==> config.mk <==
export PLATFORM = sky130hd
export DESIGN_NAME = dat_block_scheduler
export DESIGN_NICKNAME = d
export VERILOG_FILES = /design/src/rtl/dat_sched_pkg.sv /design/src/rtl/dat_timeout_counter.sv /design/src/rtl/dat_block_scheduler.sv
export SDC_FILE = /design/constraint.sdc
export NUM_CORES = 1
export LEC_CHECK = 0
export CORE_MARGIN = 2
export CORE_UTILIZATION = 51
export CTS_BUF_LIST = sky130_fd_sc_hd__clkbuf_16
export DETAILED_ROUTE_END_ITERATION = 16
export PLACE_DENSITY = 0.74
export SLEW_MARGIN = 0
export SYNTH_ARGS = -nofsm -noshare
export SYNTH_HDL_FRONTEND = slang
export SYNTH_SLANG_ARGS = --single-unit
==> constraint.sdc <==
create_clock -name sd_clock -period 7.8 [get_ports sd_clock]
set_clock_uncertainty 0.15 [all_clocks]
set_input_delay 1.56 -clock sd_clock [delete_from_list [all_inputs] [get_ports sd_clock]]
set_output_delay 1.56 -clock sd_clock [all_outputs]
set_load 0.03 [all_outputs]
==> src/rtl/dat_sched_pkg.sv <==
// Shared definitions for the SD DAT multi-block scheduler.
//  - state_e         : scheduler FSM encoding (ST_STOP only reachable with DAT_AUTO_STOP_EN)
//  - DIR_WRITE/READ  : write_read encodings
//  - GAP_CYCLES_DEF  : default idle cycles between consecutive blocks
package dat_sched_pkg;

  localparam int unsigned STATE_W        = 4;
  localparam int unsigned GAP_CYCLES_DEF = 2;

  localparam logic DIR_WRITE = 1'b1;  // FIFO -> card
  localparam logic DIR_READ  = 1'b0;  // card -> FIFO

  typedef enum logic [STATE_W-1:0] {
    ST_IDLE      = 4'd0,
    ST_WAIT_FIFO = 4'd1,
    ST_ISSUE     = 4'd2,
    ST_ACTIVE    = 4'd3,
    ST_ACK       = 4'd4,
    ST_GAP       = 4'd5,
    ST_DONE      = 4'd6,
    ST_ERROR     = 4'd7,
    ST_STOP      = 4'd8
  } state_e;

  // A block is in flight from its strobe until its ack handshake ends.
  function automatic logic in_flight(input state_e s);
    return (s == ST_ISSUE) || (s == ST_ACTIVE) || (s == ST_ACK);
  endfunction

endpackage

==> src/rtl/dat_timeout_counter.sv <==
// Per-block data timeout counter.
// Ports:
//  sd_clock, reset : clock, synchronous active-high reset
//  clear           : zero the count (wins over enable)
//  enable          : count one cycle
//  limit           : timeout in cycles; 0 never expires
//  expired_c       : combinational, high on the enabled cycle where count == limit-1
module dat_timeout_counter #(
  parameter int unsigned TIMEOUT_W = 64
) (
  input  logic                 sd_clock,
  input  logic                 reset,
  input  logic                 clear,
  input  logic                 enable,
  input  logic [TIMEOUT_W-1:0] limit,
  output logic                 expired_c
);

  logic [TIMEOUT_W-1:0] count_q, count_d;

  always_comb begin
    count_d = count_q;
    if (clear) begin
      count_d = '0;
    end else if (enable) begin
      count_d = count_q + TIMEOUT_W'(1);
    end
  end

  always_ff @(posedge sd_clock) begin
    if (reset) begin
      count_q <= '0;
    end else begin
      count_q <= count_d;
    end
  end

  assign expired_c = enable && (limit != '0) && (count_q == (limit - TIMEOUT_W'(1)));

endmodule

==> src/rtl/dat_block_scheduler.sv <==
// Sequences multi-block SD DAT transfers over the single-block dat_phys layer.
// Optional feature: define DAT_AUTO_STOP_EN to add a STOP phase (stop_req/stop_ack)
// after the last block of a multiple-block transfer.
// Ports:
//  sd_clock, reset            : clock, synchronous active-high reset
//  start, abort               : transfer request (IDLE only) / abort (any active state)
//  write_read, multiple,
//  block_count, timeout_reg   : transfer config, latched at accepted start
//  fifo_empty, fifo_full      : FIFO readiness for write / read blocks
//  phy_strobe, phy_complete,
//  phy_ack, phy_ack_in,
//  phy_idle                   : dat_phys block handshake
//  busy, xfer_done,
//  xfer_error, data_timeout,
//  blocks_done                : host status
//  stop_req, stop_ack         : auto-stop handshake (DAT_AUTO_STOP_EN only)
module dat_block_scheduler
  import dat_sched_pkg::*;
#(
  parameter int unsigned BLKCNT_W   = 16,
  parameter int unsigned TIMEOUT_W  = 64,
  parameter int unsigned GAP_CYCLES = GAP_CYCLES_DEF
) (
  input  logic                 sd_clock,
  input  logic                 reset,
  input  logic                 start,
  input  logic                 abort,
  input  logic                 write_read,
  input  logic                 multiple,
  input  logic [BLKCNT_W-1:0]  block_count,
  input  logic [TIMEOUT_W-1:0] timeout_reg,
  input  logic                 fifo_empty,
  input  logic                 fifo_full,
  output logic                 phy_strobe,
  input  logic                 phy_complete,
  output logic                 phy_ack,
  input  logic                 phy_ack_in,
  output logic                 phy_idle,
  output logic                 busy,
  output logic                 xfer_done,
  output logic                 xfer_error,
  output logic                 data_timeout,
`ifdef DAT_AUTO_STOP_EN
  output logic                 stop_req,
  input  logic                 stop_ack,
`endif
  output logic [BLKCNT_W-1:0]  blocks_done
);

  localparam int unsigned GAP_W = (GAP_CYCLES > 1) ? $clog2(GAP_CYCLES) : 1;

  state_e               state_q, state_d;
  logic [BLKCNT_W-1:0]  blocks_done_q, blocks_done_d;
  logic [BLKCNT_W-1:0]  target_q, target_d;
  logic [TIMEOUT_W-1:0] limit_q, limit_d;
  logic [GAP_W-1:0]     gap_q, gap_d;
  logic                 wr_q, wr_d;
  logic                 data_timeout_q, data_timeout_d;
  logic                 fifo_empty_q, fifo_full_q;
  logic                 phy_strobe_q, phy_ack_q, phy_idle_q, busy_q;
  logic                 xfer_done_q, xfer_error_q;
`ifdef DAT_AUTO_STOP_EN
  logic                 multiple_q, multiple_d;
  logic                 stop_req_q;
`endif

  logic [BLKCNT_W-1:0]  start_target;
  logic                 fifo_ready;
  logic                 tmo_expired;
  logic                 abort_hit;

  // Single-block requests always move exactly one block.
  assign start_target = multiple ? block_count : BLKCNT_W'(1);

  // DONE/ERROR already terminate the transfer, so abort only matters before them.
  assign abort_hit = abort && (state_q != ST_IDLE) && (state_q != ST_DONE) && (state_q != ST_ERROR);

  // FIFO flags are registered; a release reaches phy_strobe two cycles later.
  always_comb begin
    fifo_ready = 1'b0;
    case (wr_q)
      DIR_WRITE: fifo_ready = !fifo_empty_q;
      DIR_READ:  fifo_ready = !fifo_full_q;
      default:   fifo_ready = 1'b0;
    endcase
  end

  dat_timeout_counter #(
    .TIMEOUT_W (TIMEOUT_W)
  ) u_timeout (
    .sd_clock  (sd_clock),
    .reset     (reset),
    .clear     (state_q == ST_ISSUE),
    .enable    (state_q == ST_ACTIVE),
    .limit     (limit_q),
    .expired_c (tmo_expired)
  );

  // Next-state and transfer bookkeeping.
  always_comb begin
    state_d        = state_q;
    blocks_done_d  = blocks_done_q;
    data_timeout_d = data_timeout_q;
    wr_d           = wr_q;
    target_d       = target_q;
    limit_d        = limit_q;
    gap_d          = gap_q;
`ifdef DAT_AUTO_STOP_EN
    multiple_d     = multiple_q;
`endif
    case (state_q)
      ST_IDLE: begin
        if (start) begin
          wr_d           = write_read;
          target_d       = start_target;
          limit_d        = timeout_reg;
          blocks_done_d  = '0;
          data_timeout_d = 1'b0;
`ifdef DAT_AUTO_STOP_EN
          multiple_d     = multiple;
`endif
          state_d        = (start_target == '0) ? ST_DONE : ST_WAIT_FIFO;
        end
      end
      ST_WAIT_FIFO: begin
        if (fifo_ready) begin
          state_d = ST_ISSUE;
        end
      end
      ST_ISSUE: begin
        state_d = ST_ACTIVE;
      end
      ST_ACTIVE: begin
        // Completion beats a coincident timeout.
        if (phy_complete) begin
          blocks_done_d = blocks_done_q + BLKCNT_W'(1);
          state_d       = ST_ACK;
        end else if (tmo_expired) begin
          data_timeout_d = 1'b1;
          state_d        = ST_ERROR;
        end
      end
      ST_ACK: begin
        if (phy_ack_in) begin
          if (blocks_done_q == target_q) begin
`ifdef DAT_AUTO_STOP_EN
            state_d = multiple_q ? ST_STOP : ST_DONE;
`else
            state_d = ST_DONE;
`endif
          end else begin
            gap_d   = '0;
            state_d = ST_GAP;
          end
        end
      end
      ST_GAP: begin
        if (gap_q == GAP_W'(GAP_CYCLES - 1)) begin
          state_d = ST_WAIT_FIFO;
        end else begin
          gap_d = gap_q + GAP_W'(1);
        end
      end
`ifdef DAT_AUTO_STOP_EN
      ST_STOP: begin
        if (stop_ack) begin
          state_d = ST_DONE;
        end
      end
`endif
      ST_DONE:  state_d = ST_IDLE;
      ST_ERROR: state_d = ST_IDLE;
      default:  state_d = ST_IDLE;
    endcase

    if (abort_hit) begin
      state_d        = ST_ERROR;
      blocks_done_d  = blocks_done_q;
      data_timeout_d = data_timeout_q;
    end
  end

  // State, config and registered outputs (decoded from the next state).
  always_ff @(posedge sd_clock) begin
    if (reset) begin
      state_q        <= ST_IDLE;
      blocks_done_q  <= '0;
      data_timeout_q <= 1'b0;
      wr_q           <= DIR_READ;
      target_q       <= '0;
      limit_q        <= '0;
      gap_q          <= '0;
      fifo_empty_q   <= 1'b1;
      fifo_full_q    <= 1'b0;
      phy_strobe_q   <= 1'b0;
      phy_ack_q      <= 1'b0;
      phy_idle_q     <= 1'b1;
      busy_q         <= 1'b0;
      xfer_done_q    <= 1'b0;
      xfer_error_q   <= 1'b0;
`ifdef DAT_AUTO_STOP_EN
      multiple_q     <= 1'b0;
      stop_req_q     <= 1'b0;
`endif
    end else begin
      state_q        <= state_d;
      blocks_done_q  <= blocks_done_d;
      data_timeout_q <= data_timeout_d;
      wr_q           <= wr_d;
      target_q       <= target_d;
      limit_q        <= limit_d;
      gap_q          <= gap_d;
      fifo_empty_q   <= fifo_empty;
      fifo_full_q    <= fifo_full;
      phy_strobe_q   <= (state_d == ST_ISSUE);
      phy_ack_q      <= (state_d == ST_ACK);
      phy_idle_q     <= !in_flight(state_d);
      busy_q         <= (state_d != ST_IDLE);
      xfer_done_q    <= (state_d == ST_DONE);
      xfer_error_q   <= (state_d == ST_ERROR);
`ifdef DAT_AUTO_STOP_EN
      multiple_q     <= multiple_d;
      stop_req_q     <= (state_d == ST_STOP);
`endif
    end
  end

  assign phy_strobe   = phy_strobe_q;
  assign phy_ack      = phy_ack_q;
  assign phy_idle     = phy_idle_q;
  assign busy         = busy_q;
  assign xfer_done    = xfer_done_q;
  assign xfer_error   = xfer_error_q;
  assign data_timeout = data_timeout_q;
  assign blocks_done  = blocks_done_q;
`ifdef DAT_AUTO_STOP_EN
  assign stop_req     = stop_req_q;
`endif

endmodule

==> results of run 1 <==
==> area by class of cell <==
cell class              instances  area, um2
clock buffers                  17        425
well taps                     229        287
inverters                      11       41.3
clock inverters                14        148
multi-input cells             966       5600
repair buffers                121       1180
flip-flops and latches        175       3500
fillers                      1623       6830
==> power by group through the flow <==
stage	registers (uW)	logic, uW	clock network, uW
detailed placement	970	448	0
global route	954	503	890
floorplan	956	320	0
global placement	970	444	0
finish	951	458	833
CTS	950	451	853
==> final timing paths <==
check / from / to / slack (ps)
hold reg to reg: target_q[5] / target_q[5] / 320
setup / recovery: start / phy_strobe / 3340
setup reg to reg: limit_q[0] / phy_strobe / 3460
hold / removal: target_q[5] / target_q[5] / 320
==> metrics by stage <==
stage	hold WS, ps	setup WS [ps]
final	318	3340
after global routing	330	3150
after CTS	317	3490
after detailed placement	306	3040
after global placement	303	3160
after floorplan	294	4130
==> flip-flops by register name, indices dropped and copies added, names as in the netlist, 4 cells and up <==
signal,count
limit_q,64
u_timeout.count_q,64
blocks_done,16
target_q,16
state_q,4
==> synthesized netlist by cell type (3+ instances only) <==
master | number | area share
o21a_1 | 3 | 0.0024
nor4_1 | 35 | 0.023
or2_2 | 4 | 0.0027
buf_1 | 5 | 0.0020
a31oi_1 | 6 | 0.0040
nand2_1 | 214 | 0.086
a311oi_1 | 3 | 0.0028
and2_1 | 7 | 0.0047
a211oi_1 | 6 | 0.0048
inv_1 | 11 | 0.0044
dfxtp_1 | 175 | 0.37
nor2_1 | 117 | 0.047
clkbuf_1 | 55 | 0.022
mux2i_1 | 9 | 0.0096
nor3_1 | 38 | 0.020
nand2b_1 | 10 | 0.0067
nor2b_1 | 4 | 0.0027
xor2_1 | 73 | 0.068
or4_1 | 10 | 0.0080
a21oi_1 | 107 | 0.057
and4_1 | 8 | 0.0075
nand3_1 | 54 | 0.029
and3_1 | 25 | 0.017
nor4b_1 | 4 | 0.0037
o21ai_0 | 29 | 0.015
nand3b_1 | 5 | 0.0040
o22ai_1 | 3 | 0.0020
ha_1 | 3 | 0.0040
nand4_1 | 39 | 0.026
xnor2_1 | 97 | 0.091
or3_1 | 19 | 0.013
==> placed cells by master (no fill, tap or decap), types with 4 or more instances in the layout <==
cell type,n
nand2_1,214
dfxtp_1,175
nor2_1,117
clkdlybuf4s50_1,111
a21oi_1,107
xnor2_1,97
xor2_1,73
nand3_1,53
nand4_1,39
nor3_1,37
nor4_1,34
o21ai_0,29
and3_1,25
or3_1,19
clkbuf_16,17
inv_1,12
nand2b_1,10
or4_1,10
mux2i_1,9
buf_4,9
and4_1,8
inv_6,8
and2_1,7
a211oi_1,6
a31oi_1,6
nand3b_1,5
or2_2,4
nor2b_1,4
nor4b_1,4
==> routing by layer <==
metal / part of all wire / GRT usage / vias up
li1: - / - / 4364
met1: 0.45 / 0.348 / 4102
met2: 0.47 / 0.406 / 285
met3: 0.059 / 0.0530 / 43
met4: 0.025 / 0.0816 / 0
met5: 0 / 0 / -
==> cells by family (layout without fill, tap and decap cells) <==
logic type,count (synthesis),count (layout),share of synthesized area
and+or+nand+nor,603,603,0.312
AOI/OAI and AO/OA,180,180,0.112
DFF,175,175,0.374
xor gates and xnor gates,170,170,0.159
buffers and inverters,73,163,0.0302
muxes,9,9,0.00961
adders and majority gates,3,3,0.00401
other,1,1,0.000400
==> critical path, stage by stage <==
cell and delay [ps]:
clkdlybuf4s50_1 510, nor4b_1 430, nand3_1 140, nor4_1 740, a211oi_1 190, a31oi_1 200
a22oi_1 180, or3b_2 530, nor3b_1 180
==> out/qor.txt, run 1 <==
status -> finished clean
routed vias -> 8794
Routability Congestion -> 0.978
Post-Syn Area -> 9370 um2
Rows -> 49
Final min period -> 4460 ps
PwrDens -> 200 nW/um2
Synthesized Nets -> 1307
Synth-to-Final Area Change -> 19.4%
ANT cells -> 0
crit start category -> input port
Cells after Synth -> 1214
estimated wirelength of the detail-placed design -> 18200 um
FMAX -> 224 MHz
combinational fraction of design power -> 0.204
Slew @ Worst Pin -> 1060 ps
Worst Setup End Kind -> flop
PortBufs -> 112
flip-flop and latch count after synthesis -> 175
Synth Flop Type -> dfxtp_1
Reg clk slew, reported paths -> 70 ps
largest net degree at the start of global routing -> 83
Finish-stage setup viols -> 0
Final Hold Fails -> 0
Layout Nets -> 1385
gr ovfl total -> 0
die span in x -> 140 um
largest fanout on the critical path -> 5
clk_lat worst skew -> 430 ps
Resized cells post-CTS -> 0
initial antenna violation count -> 0
DR WL/cell -> 16.1 um
clk buf depth -> 2
share of post-route cells with drive strength above 1 -> 0.0429
DRT Pass-1 Iters -> 5
dpl cell area -> 10600 um2
unrepaired setup endpoints after global routing -> false
CP Data Required Time -> 8010 ps
number of synthesized flops with an enable pin -> 0
postcts setup bufs -> 0
IO Count -> 113
clk sinks -> 175
Post-Layout Cell Count -> 1533
Avg Vias per Cell -> 5.74
Max H-tree Level -> 4
first-pass GRT wire length -> 40700 um
clock share of power -> 0.372
crit path DAT -> 4670 ps
Total Die Area -> 19500 um2
Post-DRT Antenna Nets -> 0
Slew HR -> 0.287
Root Driver -> clkbuf_16
WS Path Type -> input port to flop
CTS tree -> done
CTS Buf Count -> 17
Max IR drop VDD -> 157 uV
post-synth cell types -> 60
Sequential Power Share -> 0.424
Initial Util -> 0.520
total number of yosys warnings -> 0
net load switching power -> 679 uW
die height -> 140 um
DRC viols -> 0
max-cap viol count -> 0
Final period util -> 0.572
hold depth -> 2
overall power -> 2240 uW
fin util -> 0.621
switching share of power -> 0.303
Core Area -> 18000 um2
Fin Setup TNS -> 0 ps
max-slew violation count -> 0
final wirelength -> 24700 um
static leakage -> 0.00397 uW
Post-Syn Area per Cell -> 7.72 um2
Hold WC Path Type -> flop to flop
final instance area -> 11200 um2
Seq/Total Area, Yosys -> 0.374
Post-CTS Hold Fix Bufs -> 0
number of global-route vias before repair -> 8087
path depth of the worst reg2reg path -> 12
Async SR Flop Fraction -> 0
Pint -> 1560 uW
placed insts -> 1502
gr usage total -> 0.255
DR iter-0 viols -> 730
No activity file was read; power rests on OpenSTA's default activity.
==> run 2, diff against run 1 <==
- clock period: 7.8 -> 4.5 ns (I/O delays scaled with it)
==> out/qor.txt, run 2 (same netlist as run 1, synthesis figures left out) <==
Final min period -> 4150 ps
Layout Nets -> 1397
Reg clk slew, reported paths -> 70 ps
Filler cells -> 1666
PwrDens -> 353 nW/um2
share of post-route cells with drive strength above 1 -> 0.0524
Final period util -> 0.922
Fin Setup TNS -> 0 ps
CTS tree -> done
fin util -> 0.628
clk buf depth -> 2
status -> finished clean
Root Driver -> clkbuf_16
gr usage total -> 0.264
Worst Setup End Kind -> flop
Initial Util -> 0.520
die height -> 140 um
WS Path Type -> flop to flop
Slew HR -> 0.305
IO Count -> 113
number of global-route vias before repair -> 8318
PortBufs -> 112
DR WL/cell -> 16.8 um
Max IR drop VDD -> 291 uV
Rows -> 49
estimated wirelength of the detail-placed design -> 18700 um
largest fanout on the critical path -> 8
largest net degree at the start of global routing -> 96
CTS Buf Count -> 17
FMAX -> 241 MHz
max-slew violation count -> 0
postcts setup bufs -> 0
Synth-to-Final Area Change -> 20.7%
Finish-stage setup viols -> 0
die span in x -> 140 um
clk sinks -> 175
gr ovfl total -> 0
max-cap viol count -> 0
Max H-tree Level -> 4
Final Hold Fails -> 0
DRC viols -> 0
Core Area -> 18000 um2
final wirelength -> 25900 um
most frequent cells in the layout -> nand2_1, dfxtp_1, nor2_1
routed vias -> 9039
Routability Congestion -> 0.896
Avg Vias per Cell -> 5.85
unrepaired setup endpoints after global routing -> false
Hold WC Path Type -> flop to flop
Total Die Area -> 19500 um2
initial antenna violation count -> 0
static leakage -> 0.00403 uW
clk_lat worst skew -> 450 ps
Resized cells post-CTS -> 0
Post-DRT Antenna Nets -> 0
Slew @ Worst Pin -> 1040 ps
DRT Pass-1 Iters -> 8
crit start category -> flop
largest registers -> limit_q x64, u_timeout.count_q x64
DR iter-0 viols -> 630
ANT cells -> 0
Post-CTS Hold Fix Bufs -> 0
first-pass GRT wire length -> 42100 um
commonest non-fill, non-tap cell in the layout -> nand2_1
CP Data Required Time -> 4690 ps
crit path DAT -> 4340 ps
run 2: cell type report:
type / instances / area [um2] / area share
Multi-Input combinational cell: 966 / 5600 / 0.495
Timing Repair Buffer: 133 / 1270 / 0.113
Inverter: 11 / 41.3 / 0.00365
Sequential cell: 175 / 3500 / 0.310
Clock buffer: 17 / 425 / 0.0376
Clock inverter: 15 / 178 / 0.0157
Tap cell: 229 / 287 / 0.0253
run 2: where the power goes:
group          switching, uW  leakage, uW  internal (uW)
combinational            456      0.00233            361
clock                    689     0.000285            836
sequential              61.8      0.00142           1590
total                   1210      0.00403           2780
run 2: routing by layer:
layer	up-vias	wire length, um	global-route usage
met3	48	1410	0.0492
met2	269	12100	0.430
li1	4400	-	-
met5	-	0	0
met4	0	522	0.0768
met1	4322	11900	0.360
run 2: final timing paths:
kind	from	to	slack [ps]	cells past startpoint
min reg2reg	target_q[15]	target_q[15]	320	2
max reg2reg	limit_q[0]	phy_strobe	350	12
min	target_q[15]	target_q[15]	320	2
max	limit_q[0]	phy_strobe	350	12
run 2: stage by stage:
stage	cell area [um2]	power, uW	std cells	setup slack, ps	hold WS (ps)
floorplan	9370	2210	1214	926	294
global placement	10700	2480	1514	486	302
CTS	11300	4000	1546	425	317
finish	11300	3990	1546	350	315
detailed placement	10700	2480	1514	454	307
global route	11300	4150	1546	150	335
run 2: critical path: stages, from the launching register on:
cell and delay, ps:
dfxtp_1 360, inv_1 80, ha_1 260, nor4b_2 560, nand4_1 290, or3_4 480, and4bb_1 290, xnor2_1 80
or4_4 490, a2111oi_4 270, nand4_1 210, a21o_1 340, nor3b_1 180
==> run 3, diff against run 2 <==
- CORE_ASPECT_RATIO: unset -> 2
==> out/qor.txt, run 3 (same netlist as run 1, synthesis figures left out) <==
die height -> 196 um
max-cap viol count -> 0
clk buf depth -> 2
combinational fraction of design power -> 0.227
Final period util -> 0.873
Hold WC Path Type -> flop to flop
Post-CTS Hold Fix Bufs -> 0
R2R setup slack -> 570 ps
Layout Nets -> 1403
Post-DRT Antenna Nets -> 0
die span in x -> 99.9 um
fin util -> 0.621
CTS tree -> done
share of post-route cells with drive strength above 1 -> 0.0537
Final min period -> 3930 ps
max-slew violation count -> 0
WS Path Type -> flop to flop
Core Area -> 18100 um2
Finish-stage setup viols -> 0
static leakage -> 0.00403 uW
largest net degree at the start of global routing -> 82
clk_lat worst skew -> 440 ps
ANT cells -> 0
clock share of power -> 0.343
crit path DAT -> 4110 ps
DR WL/cell -> 18.2 um
clk sinks -> 175
gr usage total -> 0.287
unrepaired setup endpoints after global routing -> false
Root Driver -> clkbuf_16
final wirelength -> 28000 um
initial antenna violation count -> 0
crit start category -> flop
CTS Buf Count -> 17
Worst Setup End Kind -> flop
Sequential Power Share -> 0.429
Slew HR -> 0.326
Resized cells post-CTS -> 0
Fin Setup TNS -> 0 ps
Max H-tree Level -> 4
largest registers -> limit_q x64, u_timeout.count_q x64
Slew @ Worst Pin -> 1000 ps
Hold Slack -> 315 ps
DRC viols -> 0
first-pass GRT wire length -> 44000 um
most frequent cells in the layout -> nand2_1, dfxtp_1, nor2_1
Routability Congestion -> 0.963
estimated wirelength of the detail-placed design -> 20800 um
PortBufs -> 112
PwrDens -> 341 nW/um2
net load switching power -> 1180 uW
Reg clk slew, reported paths -> 70 ps
routed vias -> 9059
status -> finished clean
IO Count -> 113
Final Hold Fails -> 0
largest fanout on the critical path -> 8
Rows -> 70
CP Data Required Time -> 4680 ps
FMAX -> 254 MHz
Total Die Area -> 19500 um2
gr ovfl total -> 0
Avg Vias per Cell -> 5.89
number of global-route vias before repair -> 8683
DRT Pass-1 Iters -> 5
Synth-to-Final Area Change -> 20.1%
commonest non-fill, non-tap cell in the layout -> nand2_1
postcts setup bufs -> 0
DR iter-0 viols -> 508
switching share of power -> 0.306
Max IR drop VDD -> 220 uV
Initial Util -> 0.517
Pint -> 2660 uW
[run 3: changes by cell type in the layout (fill, tap and decap cells not counted)]
cell       change
buf_12         +1
inv_8          -2
clkinv_4       -2
inv_1          +3
clkinv_8       -1
buf_4          +5
inv_6          -2
clkinv_2       +5
bufinv_16      -2
[run 3: final timing paths]
kind,startpoint,end,depth (start not counted)
worst max-delay path,limit_q[12],phy_strobe,10
worst min-delay path,target_q[12],target_q[12],2
worst max register to register,limit_q[12],phy_strobe,10
worst min register to register,target_q[12],target_q[12],2
[run 3: worst max-delay path: stages, from the launching register on]
cell       delay (ps)
dfxtp_1           370
nor4_1            650
nand4_1           330
or3_4             470
and4bb_1          290
xnor2_1            80
or4_4             500
a2111oi_4         270
nand4_1           210
a21o_1            330
nor3b_1           170
[run 3: area by class of cell]
| cell class | instances | area (um2) |
|---|---|---|
| Timing Repair Buffer | 139 | 1330 |
| Clock buffer | 17 | 425 |
| Inverter | 11 | 41.3 |
| Tap cell | 216 | 270 |
| Clock inverter | 14 | 80.1 |
| Sequential cell | 175 | 3500 |
| Multi-Input combinational cell | 966 | 5600 |
| Fill cell | 1649 | 6880 |
[run 3: metal layers]
layer,global-route usage,routed length [um],vias to the layer above,part of all wire
met5,0,0,-,0
met1,0.287,10100,4244,0.36
met4,0.182,1790,0,0.064
li1,-,-,4401,-
met3,0.0449,1080,99,0.039
met2,0.536,15000,315,0.54
[run 3: power by group through the flow]
stage / Combinational [uW] / Sequential [uW] / Clock (uW)
after floorplan: 555 / 1660 / 0
after global placement: 856 / 1680 / 0
after detailed placement: 856 / 1680 / 0
after CTS: 862 / 1650 / 1340
after global routing: 937 / 1650 / 1390
final: 872 / 1650 / 1320
[run 3: through the flow]
stage / setup slack (ps) / total power, uW / std cells / cell area (um2)
2_1_floorplan: 926 / 2210 / 1214 / 9370
3_3_place_gp: 667 / 2540 / 1507 / 10700
3_5_place_dp: 603 / 2540 / 1507 / 10700
4_1_cts: 596 / 3840 / 1538 / 11300
5_1_grt: 332 / 3980 / 1538 / 11300
6_report: 570 / 3840 / 1538 / 11300
